===== src/rtl/servo_slew_sequencer.sv =====
// Slew-limited servo position sequencer: accepts per-channel targets, steps each
// channel toward its target once per frame, and publishes a coherent duty bus.
module servo_slew_sequencer #(
  parameter int NUM_CH     = 6,
  parameter int POS_W      = 8,
  parameter int UPDATE_DIV = 1000000,
  parameter int STEP       = 4,
  parameter int POS_MIN    = 16,
  parameter int POS_MAX    = 240,
  parameter int POS_HOME   = 128
) (
  input  logic                    clk,
  input  logic                    reset,
  input  logic                    cmd_valid,
  output logic                    cmd_ready,
  input  logic [2:0]              cmd_ch,
  input  logic [POS_W-1:0]        cmd_pos,
  output logic                    cmd_err,
  output logic [NUM_CH*POS_W-1:0] duty_flat,
  output logic                    update_strobe,
  output logic                    all_settled
);

  localparam int CNT_W = (UPDATE_DIV > 1) ? $clog2(UPDATE_DIV) : 1;
  localparam logic [POS_W-1:0] HOME  = POS_W'(POS_HOME);
  localparam logic [POS_W-1:0] P_MIN = POS_W'(POS_MIN);
  localparam logic [POS_W-1:0] P_MAX = POS_W'(POS_MAX);
  localparam logic signed [POS_W:0] STEP_S = (POS_W+1)'(STEP);

  typedef enum logic [1:0] {IDLE, SCAN, COMMIT} state_t;

  state_t           state, state_nx;
  logic [2:0]       idx, idx_nx;
  logic             scan_en, commit_en;
  logic [CNT_W-1:0] frame_cnt;
  logic             frame_tc;

  logic [POS_W-1:0] target  [NUM_CH];
  logic [POS_W-1:0] current [NUM_CH];
  logic [POS_W-1:0] duty    [NUM_CH];

  logic             accept, ch_ok, wr_en, settled_nx;
  logic [POS_W-1:0] cmd_clamped;

  // Move cur toward tgt by at most STEP; operands are in range so the
  // one-bit-wider signed difference cannot wrap.
  function automatic logic [POS_W-1:0] slew(input logic [POS_W-1:0] cur,
                                            input logic [POS_W-1:0] tgt);
    logic signed [POS_W:0] d;
    d = $signed({1'b0, tgt}) - $signed({1'b0, cur});
    if (d > STEP_S)       return cur + POS_W'(STEP);
    else if (d < -STEP_S) return cur - POS_W'(STEP);
    else                  return tgt;
  endfunction

  assign frame_tc = (frame_cnt == CNT_W'(UPDATE_DIV - 1));

  // NOTE: every register is written with <= so all flops sample the same pre-edge values.
  always_ff @(posedge clk or negedge reset) begin
    if (!reset) begin
      frame_cnt <= '0;
      state     <= IDLE;
      idx       <= '0;
    end else begin
      frame_cnt <= frame_tc ? '0 : frame_cnt + CNT_W'(1);
      state     <= state_nx;
      idx       <= idx_nx;
    end
  end

  // NOTE: each comb output gets a default first so no path leaves it unassigned (no latches).
  always_comb begin
    state_nx  = state;
    idx_nx    = idx;
    scan_en   = 1'b0;
    commit_en = 1'b0;
    case (state)
      IDLE: if (frame_tc) begin
        state_nx = SCAN;
        idx_nx   = '0;
      end
      SCAN: begin
        scan_en = 1'b1;
        if (idx == 3'(NUM_CH - 1)) state_nx = COMMIT;
        else                       idx_nx   = idx + 3'd1;
      end
      COMMIT: begin
        commit_en = 1'b1;
        state_nx  = IDLE;
      end
      default: state_nx = IDLE;
    endcase
  end

  assign accept = cmd_valid && cmd_ready;
  assign ch_ok  = ({1'b0, cmd_ch} < 4'(NUM_CH));
  assign wr_en  = accept && ch_ok;

  always_comb begin
    cmd_clamped = cmd_pos;
    if (cmd_pos < P_MIN)      cmd_clamped = P_MIN;
    else if (cmd_pos > P_MAX) cmd_clamped = P_MAX;
  end

  // A commit re-evaluates settledness; a write that departs from the value being
  // (or already) committed clears it.
  always_comb begin
    settled_nx = all_settled;
    if (commit_en) begin
      settled_nx = 1'b1;
      for (int k = 0; k < NUM_CH; k++)
        if (current[k] != target[k]) settled_nx = 1'b0;
    end
    for (int k = 0; k < NUM_CH; k++)
      if (wr_en && cmd_ch == 3'(k) &&
          cmd_clamped != (commit_en ? current[k] : duty[k]))
        settled_nx = 1'b0;
  end

  // NOTE: the position arrays are a handful of flops that must come up at HOME, so they are reset.
  always_ff @(posedge clk or negedge reset) begin
    if (!reset) begin
      for (int k = 0; k < NUM_CH; k++) begin
        target[k]  <= HOME;
        current[k] <= HOME;
        duty[k]    <= HOME;
      end
      cmd_ready     <= 1'b0;
      cmd_err       <= 1'b0;
      update_strobe <= 1'b0;
      all_settled   <= 1'b1;
    end else begin
      cmd_ready     <= 1'b1;
      cmd_err       <= accept && !ch_ok;
      update_strobe <= commit_en;
      all_settled   <= settled_nx;
      for (int k = 0; k < NUM_CH; k++) begin
        if (scan_en && idx == 3'(k))   current[k] <= slew(current[k], target[k]);
        if (wr_en && cmd_ch == 3'(k))  target[k]  <= cmd_clamped;
        if (commit_en)                 duty[k]    <= current[k];
      end
    end
  end

  for (genvar k = 0; k < NUM_CH; k++) begin : g_flat
    assign duty_flat[k*POS_W +: POS_W] = duty[k];
  end

endmodule


===== config.mk =====
export PLATFORM = sky130hd
export DESIGN_NAME = servo_slew_sequencer
export DESIGN_NICKNAME = d
export VERILOG_FILES = /design/src/rtl/servo_slew_sequencer.sv
export SDC_FILE = /design/constraint.sdc
export NUM_CORES = 1
export LEC_CHECK = 0
export CAP_MARGIN = 20
export CORE_ASPECT_RATIO = 1.4
export CORE_UTILIZATION = 30
export CTS_BUF_LIST = sky130_fd_sc_hd__clkbuf_8
export CTS_CLUSTER_DIAMETER = 200
export DETAILED_ROUTE_END_ITERATION = 16
export PLACE_DENSITY = 0.55
export SLEW_MARGIN = 20
export SYNTH_ARGS = -nofsm -noshare
export SYNTH_HDL_FRONTEND = slang
export SYNTH_SLANG_ARGS = --single-unit
export TNS_END_PERCENT = 100

===== constraint.sdc =====
create_clock -name clk -period 4.8 [get_ports clk]
set_input_delay 0.96 -clock clk [delete_from_list [all_inputs] [get_ports clk]]
set_output_delay 0.96 -clock clk [all_outputs]
set_load 0.005 [all_outputs]

# Yosys cells after proc, flatten, opt, wreduce, memory -nomap -nowiden
# Index checks and enable logic that the tools add are counted.
# op_classes
addsub,20
n_lt_le_gt_ge,15
eq_ne,28
mux,42
reduce_logical,29
# op_table
op,n
$mux 8,20
$ne 8x8->1,12
$gt 9x4->1 const B,6
$lt 9x3->1 const B,6
$sub 8x8->9,6
$add 8x3->8 const B,6
$sub 8x3->8 const B,6
$logic_and 1x1->1,21
$add 20x1->20 const B,1
$eq 20x20->1 const B,1
$mux 20,1
$mux 1,15
$eq 3x2->1 const B,4
$eq 3x3->1 const B,4
$gt 8x8->1 const B,1
$lt 8x5->1 const B,1
$reduce_bool 7->1,1
$eq 3x1->1 const B,2
$logic_not 3->1,2
$mux 3,2
$ne 2x2->1 const B,3
$pmux 3 s2,1
$mux 2,2
$pmux 2 s2,1
9 further kinds,9
# totals
regBits,173
inputBits,14
out_inout_bits,52
wordCells,159

# Logic depth before layout (Yosys ltp)
# Gate-level depths: netlist of run 1.
# depth
word_depth,14
ltp_mapped,14
depth_no_buf,13

# Worst setup path after synthesis of run 1
# OpenSTA, ideal clock, no wires.
# synth_path
path_kind,flip-flop to flip-flop
startpoint,reg target[40] (netlist name)
endpoint,reg current[40] (netlist name)
setup_ps,128
arrival_ps,2766
required_ps,4672
slack_ps,1907
path_stages_with_launch,14
n_path_buf,0
period_less_slack_ps,2893
cell_sequence,dfrtp_1 > inv_1 > ha_1 > inv_1 > fa_1 > a21oi_1 > o21ai_1 > or3_1 > a31oi_2 > inv_1 > o41a_1 > a21oi_2 > nand2_2 > mux2_1
# synth_between
elab_chain_len,4
word_cells_on_any_way,5
cone_classes,add/sub: 1; order compare: 2; mux: 2
# synth_rtl
element,line,rtl
from (decl),38,logic [POS_W-1:0] target [NUM_CH];
"from (signal, indexed assignment)",139,if (wr_en && cmd_ch == 3'(k)) target[k] <= cmd_clamped;
$sub 8x8->9,50,"d = $signed({1'b0, tgt}) - $signed({1'b0, cur});"
$lt 9x3->1,52,else if (d < -STEP_S) return cur - POS_W'(STEP);
$mux 8,52,
$mux 8 (*),51,if (d > STEP_S) return cur + POS_W'(STEP);
"to (signal, indexed assignment)",138,"if (scan_en && idx == 3'(k)) current[k] <= slew(current[k], target[k]);"
to (decl),39,logic [POS_W-1:0] current [NUM_CH];
# Mark *: on every way between the ends. The rest lies on a longest branch, timed or not.
# A chain may end at the register's enable or synchronous reset.

# Worst setup path after layout of run 1
# layout_path
startpoint,reg target[0] (netlist name)
endpoint,reg current[0] (netlist name)
# The elaborated chain is that of the path after synthesis.

==> summary.md, run 1 <==
| Metric | Value |
|---|---|
| Status | `finished clean` |
| Syn Inst Count | `1329` |
| Max Clk Rate | `289 MHz` |
| NetSw | `1700 uW` |
| Total GRT Usage | `17.7%` |
| Critical path class | `reg2reg` |
| CP Launch Type | `flop` |
| Top_reg_cell synth | `dfrtp_1` |
| Final Setup Violations | `0` |
| Area contributors post-synth | `dfrtp_1 (33%), ha_1 (7.1%), nand2_1 (5.7%)` |
| First-pass GRT wire length | `54700 um` |
| CP Max Fanout | `11` |
| Avg Synthesized Cell Area | `8.80 um^2` |
| CTS H-tree depth | `4` |
| Setup WS post-layout | `1340 ps` |
| Largest net degree at the start of global routing | `94` |
| Grt total ovfl | `0` |
| Max Slew Vio Count | `0` |
| Chip width | `169 um` |
| Die ar. | `39800 um^2` |
| EDFF count, synth | `0` |
| HPWL after detailed placement | `26400 um` |
| CORE AREA | `38400 um^2` |
| Comb power frac | `35.0%` |
| Layout Skew | `18.4 ps` |
| Antenna-violating nets left | `0` |
| # nets final | `1459` |
| Layout cell share with drive strength beyond 1 | `8.37%` |
| Max clock buf depth | `2` |
| DR vias/cell | `5.25` |
| Net Count, Synth | `1415` |
| Leakage | `0.00545 uW` |
| Setup Buffers After CTS | `0` |
| Critical path arrival | `3870 ps` |
| Clk network pwr share | `26.2%` |
| Overall power | `4280 uW` |
| Clock Pin Slew Worst Setup and Hold Paths | `110 ps` |
| Crit share post-route | `72.1%` |
| Post-CTS sizing | `0` |
| Vias | `10034` |
| Initial antenna violation count | `2` |
| Sw Ratio | `39.6%` |
| Clk_lat worst skew | `530 ps` |
| Setup TNS | `0 ps` |
| Relative slew slack | `33.4%` |
| Yosys top cell area share | `33.0%` |
| Final Util | `34.6%` |
| IO Port Bufs | `65` |
| Clock sink total | `173` |
| Routability congestion estimate | `0.917` |
| CTS Buf Count | `17` |
| VDD IR max | `0.154 mV` |
| Reg power frac | `38.8%` |
| RSZ-0062 raised after global routing | `false` |
| Num ports | `66` |
| Wire per inst | `18.2 um` |
| Post-synth cell types | `93` |
| Routed wire length | `34700 um` |
| Ys Warns | `0` |
| Internal power | `2590 uW` |
| Post-synth top area cell | `dfrtp_1` |
| Max Cap Violations | `0` |
| Post-synth ARST share | `100%` |
| Pin slew with the least headroom to its limit | `986 ps` |
| Cts hold-fix bufs | `0` |
| Cell Area, Synth | `11700 um^2` |
| Place WS | `1410 ps` |
| Drt first pass iters | `5` |
| Area delta synth->final | `13.6%` |
| Post-synthesis register bit count | `173` |
| Setup crit end kind | `flop` |
| Final hold violation count | `0` |
| Row cnt | `85` |
| Pwr/cell area | `322 nW/um^2` |
| Req. time, crit path | `5210 ps` |
| Residual DRC count | `0` |
| 1st-iter DRT viols | `671` |
| DIE HEIGHT | `236 um` |
| Vias in the first global route | `9762` |
| CTS tree | `yes` |
| Min cycle time layout | `3460 ps` |
| Worst hold path type | `reg2reg` |
| Starting Density | `30.4%` |
| Sequential fraction of the synthesis area | `37.2%` |
| Clk root buf | `clkbuf_8` |
cell usage after synthesis (all sizes together), types with 7 or more instances:
master,n
a21o,17
a211oi,9
nand3,47
nor4,19
o211ai,14
o21bai,8
nand2,180
o22ai,8
xnor2,55
nand2b,9
and2,13
a31oi,7
clkbuf,34
inv,85
nand4,21
or2,7
and3,14
dfrtp,154
nor2,66
buf,14
xor2,39
nor3,27
mux2,31
o21ai,131
nor2b,20
dfstp,19
a21oi,75
o21a,9
ha,66
or3,7
path summary, 6_finish.rpt:
check | start | to | slack [ps] | depth (start not counted)
hold / removal | frame_cnt[4] | frame_cnt[4] | 470 | 1
max in group asynchronous | reset | duty_flat[23] | 3240 | 2
hold reg to reg | frame_cnt[4] | frame_cnt[4] | 470 | 1
setup reg to reg | target[0] | current[0] | 1340 | 12
setup / recovery | target[0] | current[0] | 1340 | 12
min in group asynchronous | reset | target[10] | 490 | 1
power by group through the flow:
stage / clock (uW) / combinational [uW] / sequential, uW
2_1_floorplan: 0 / 1140 / 1640
3_3_place_gp: 0 / 1460 / 1690
3_5_place_dp: 0 / 1470 / 1690
4_1_cts: 1160 / 1480 / 1660
5_1_grt: 1210 / 1660 / 1670
6_report: 1120 / 1500 / 1660
layer usage:
layer / part of all wire [%] / vias up / global-route usage, %
li1: - / 4867 / -
met1: 43 / 4845 / 21.6
met2: 49 / 253 / 30.0
met3: 3.7 / 69 / 2.67
met4: 4.5 / 0 / 9.45
met5: 0 / - / 0
worst max-delay path: stages (launching register included):
cell and delay [ps]:
dfrtp_1 410, inv_1 70, ha_1 170, inv_1 60, fa_1 440, a211oi_1 290
o31ai_1 150, xor2_1 210, a21oi_1 60, a41oi_1 800, nor2_2 140, nand2_1 190
mux2_2 360
cell usage in the layout (no fill, tap or decap), types with 39 or more instances in the layout:
master / instances
nand2_1: 179
dfrtp_1: 154
o21ai_0: 119
inv_1: 85
a21oi_1: 71
ha_1: 66
nor2_1: 64
clkdlybuf4s50_1: 64
xnor2_1: 55
nand3_1: 47
xor2_1: 39
sequential cells by signal (all words and copies together), names as in the netlist:
| signal | cells |
|---|---|
| update_strobe | 1 |
| duty_flat | 48 |
| frame_cnt | 20 |
| cmd_ready | 1 |
| state | 2 |
| current | 48 |
| cmd_err | 1 |
| target | 48 |
| idx | 3 |
| all_settled | 1 |
per-stage QoR:
stage | std cells | hold WS, ps | instance area [um^2]
final | 1910 | 475 | 13300
after global routing | 1910 | 519 | 13300
after CTS | 1908 | 480 | 13300
after detailed placement | 1876 | 465 | 12900
after global placement | 1876 | 461 | 12900
after floorplan | 1329 | 445 | 11700
logic make-up (layout without fill, tap and decap cells):
family	after synthesis	in the layout	share of synthesized area, %
adder cells (fa/ha/maj)	72	72	8.09
AND/OR/NAND/NOR	455	455	19.1
XOR/XNOR	94	94	7.04
multiplexers	36	36	3.41
buffers and inverters	133	190	4.54
other	1	3	0.0321
flip-flops	173	173	37.2
AO/OA/AOI/OAI	365	365	20.6
layout make-up:
cell class | instances | area, um^2
clock buffers | 17 | 234
flip-flops and latches | 173 | 4350
clock inverters | 15 | 191
repair buffers | 73 | 712
inverters | 85 | 319
multi-input cells | 1023 | 6810
well taps | 522 | 653
fillers | 3986 | 25100
diodes | 2 | 5.00
No activity file was read; power rests on OpenSTA's default activity.
==> run 2: changes to the inputs <==
- PLACE_DENSITY: 0.55 -> 0.56
- clock period: 4.8 -> 2.9 ns (I/O delays scaled with it)
==> run 2 against run 1 <==
First-iteration DRC count increased by 6.4%. Utilization up 5.8 points. The flow now finishes with violations (setup timing). Largest cell class unchanged. Critical path depth is 1 higher. Register-to-register slack lost 1400 ps. Setup slack worse by 1400 ps. Clock skew is essentially flat. Final cell count is 10% higher. Worst hold slack got worse by 430 ps. Sequential power up 65%. Flip-flop and latch count did not move.
==> summary.md, run 2 (same netlist as run 1, synthesis figures left out) <==
| Metric | Value |
|---|---|
| Setup WS post-layout | `-91.5 ps` |
| Fill cell count | `3816` |
| DR vias/cell | `5.21` |
| Setup crit end kind | `flop` |
| Relative slew slack | `55.1%` |
| Vias in the first global route | `10546` |
| Crit-path cells | `inv_2 -> ha_4 -> inv_4 -> fa_2 -> a211o_1 -> a2111o_1 -> o211ai_1 -> buf_4 -> nand2_4 -> o21ai_4 -> nor3_2 -> o211a_1 -> a211o_1` |
| IO Port Bufs | `65` |
| Commonest cells after routing, fill and taps aside | `buf_4 (184), nand2_1 (173), dfrtp_1 (152)` |
| Placed cells | `2037` |
| Final hold violation count | `0` |
| Total GRT Usage | `18.9%` |
| Routability congestion estimate | `0.924` |
| Area delta synth->final | `32.6%` |
| Crit-path max cell delay | `420 ps` |
| Drt first pass iters | `6` |
| Most common library cell in the layout ignoring fill and taps | `buf_4` |
| Critical path class | `reg2reg` |
| Hold WS | `45.6 ps` |
| Non-Filler Instances | `2106` |
| Crit share post-route | `103%` |
| Final Setup Violations | `6` |
| Clock Pin Slew Worst Setup and Hold Paths | `100 ps` |
| Failing checks | `setup timing` |
| CP max-delay cell | `a2111o_1` |
| Leakage | `0.00658 uW` |
| Chip width | `169 um` |
| Max Clk Rate | `334 MHz` |
| HPWL after detailed placement | `28400 um` |
| CTS tree | `yes` |
| Critical path arrival | `3410 ps` |
| Residual DRC count | `0` |
| # nets final | `1656` |
| Crit path top cell by count | `a211o_1` |
| Initial antenna violation count | `1` |
| Num ports | `66` |
| First-pass GRT wire length | `58200 um` |
| Cts hold-fix bufs | `0` |
| RSZ-0062 raised after global routing | `true` |
| Min cycle time layout | `2990 ps` |
| DIE HEIGHT | `236 um` |
| Max clock buf depth | `2` |
| CTS H-tree depth | `4` |
| Post-DP Area | `14100 um^2` |
| 1st-iter DRT viols | `714` |
| Die ar. | `39800 um^2` |
| Pwr/cell area | `532 nW/um^2` |
| Status | `finished with violations` |
| Worst hold path type | `in2async` |
| Layout cell share with drive strength beyond 1 | `27.1%` |
| Max Cap Violations | `0` |
| Wire per inst | `18.0 um` |
| Row cnt | `85` |
| CP Max Fanout | `5` |
| VDD IR max | `0.299 mV` |
| Clk_lat worst skew | `520 ps` |
| Grt total ovfl | `0` |
| Place WS | `-134 ps` |
| Routed wire length | `37800 um` |
| Max Slew Vio Count | `0` |
| Antenna-violating nets left | `0` |
| CORE AREA | `38400 um^2` |
| Pin slew with the least headroom to its limit | `667 ps` |
| Req. time, crit path | `3320 ps` |
| Clock sink total | `173` |
| Layout Skew | `18.8 ps` |
| Vias | `10981` |
| CTS Buf Count | `17` |
| Clk root buf | `clkbuf_8` |
| Largest net degree at the start of global routing | `61` |
| Post-route cell area | `15500 um^2` |
| Setup TNS | `-246 ps` |
| Starting Density | `30.4%` |
| CP Launch Type | `flop` |
## run 2: metal layers
layer / up-vias / share of wire [%] / GRT usage (%)
li1: 5258 / - / -
met1: 5368 / 41 / 22.6
met2: 277 / 51 / 33.2
met3: 78 / 3.9 / 2.59
met4: 0 / 4.0 / 8.40
met5: - / 0 / 0
## run 2: area by class of cell
type                            count  area (um^2)  share of cell area (%)
Multi-Input combinational cell   1023         7430                    47.9
Clock inverter                     14          184                    1.19
Clock buffer                       18          248                    1.60
Sequential cell                   173         4360                    28.1
Inverter                           85          322                    2.07
Tap cell                          522          653                    4.21
Timing Repair Buffer              270         2310                    14.9
Antenna cell                        1         2.50                  0.0161
## run 2: timing repair
item / in CTS / in global routing
endpoints found under the setup margin: 35 / 47
setup buffers: 9 / 29
gates resized for setup: 26 / 150
pin swaps: 10 / 92
cloned: 0 / 1
## run 2: worst paths after layout
check	slack, ps	endpoint	cells past startpoint	startpoint
min reg2reg	480	frame_cnt[4]	1	frame_cnt[4]
min in group clk	480	frame_cnt[4]	1	frame_cnt[4]
max	-90	current[13]	13	target[8]
max reg2reg	-90	current[13]	13	target[8]
max in group asynchronous	2000	duty_flat[23]	2	reset
min	50	current[9]	1	reset
## run 2: critical path: cells and delay by family, from the launching register on
kind	cells	cell delay [ps]
adder cells (fa/ha/maj)	2	530
buffers and inverters	3	290
AND/OR/NAND/NOR	2	120
flip-flops	1	410
AO/OA/AOI/OAI	6	1540
## run 2: metrics by stage
| stage | util, % | power (uW) |
|---|---|---|
| final | 40.4 | 8250 |
| after global routing | 40.4 | 8730 |
| after CTS | 38.3 | 7740 |
| after floorplan | - | 4600 |
| after detailed placement | 36.8 | 5710 |
| after global placement | 36.8 | 5690 |
## run 2: power by group
| part | switching [uW] | leakage, uW | internal (uW) |
|---|---|---|---|
| logic | 1910 | 0.00409 | 1700 |
| registers | 163 | 0.00227 | 2570 |
| clock network | 1020 | 0.000216 | 890 |
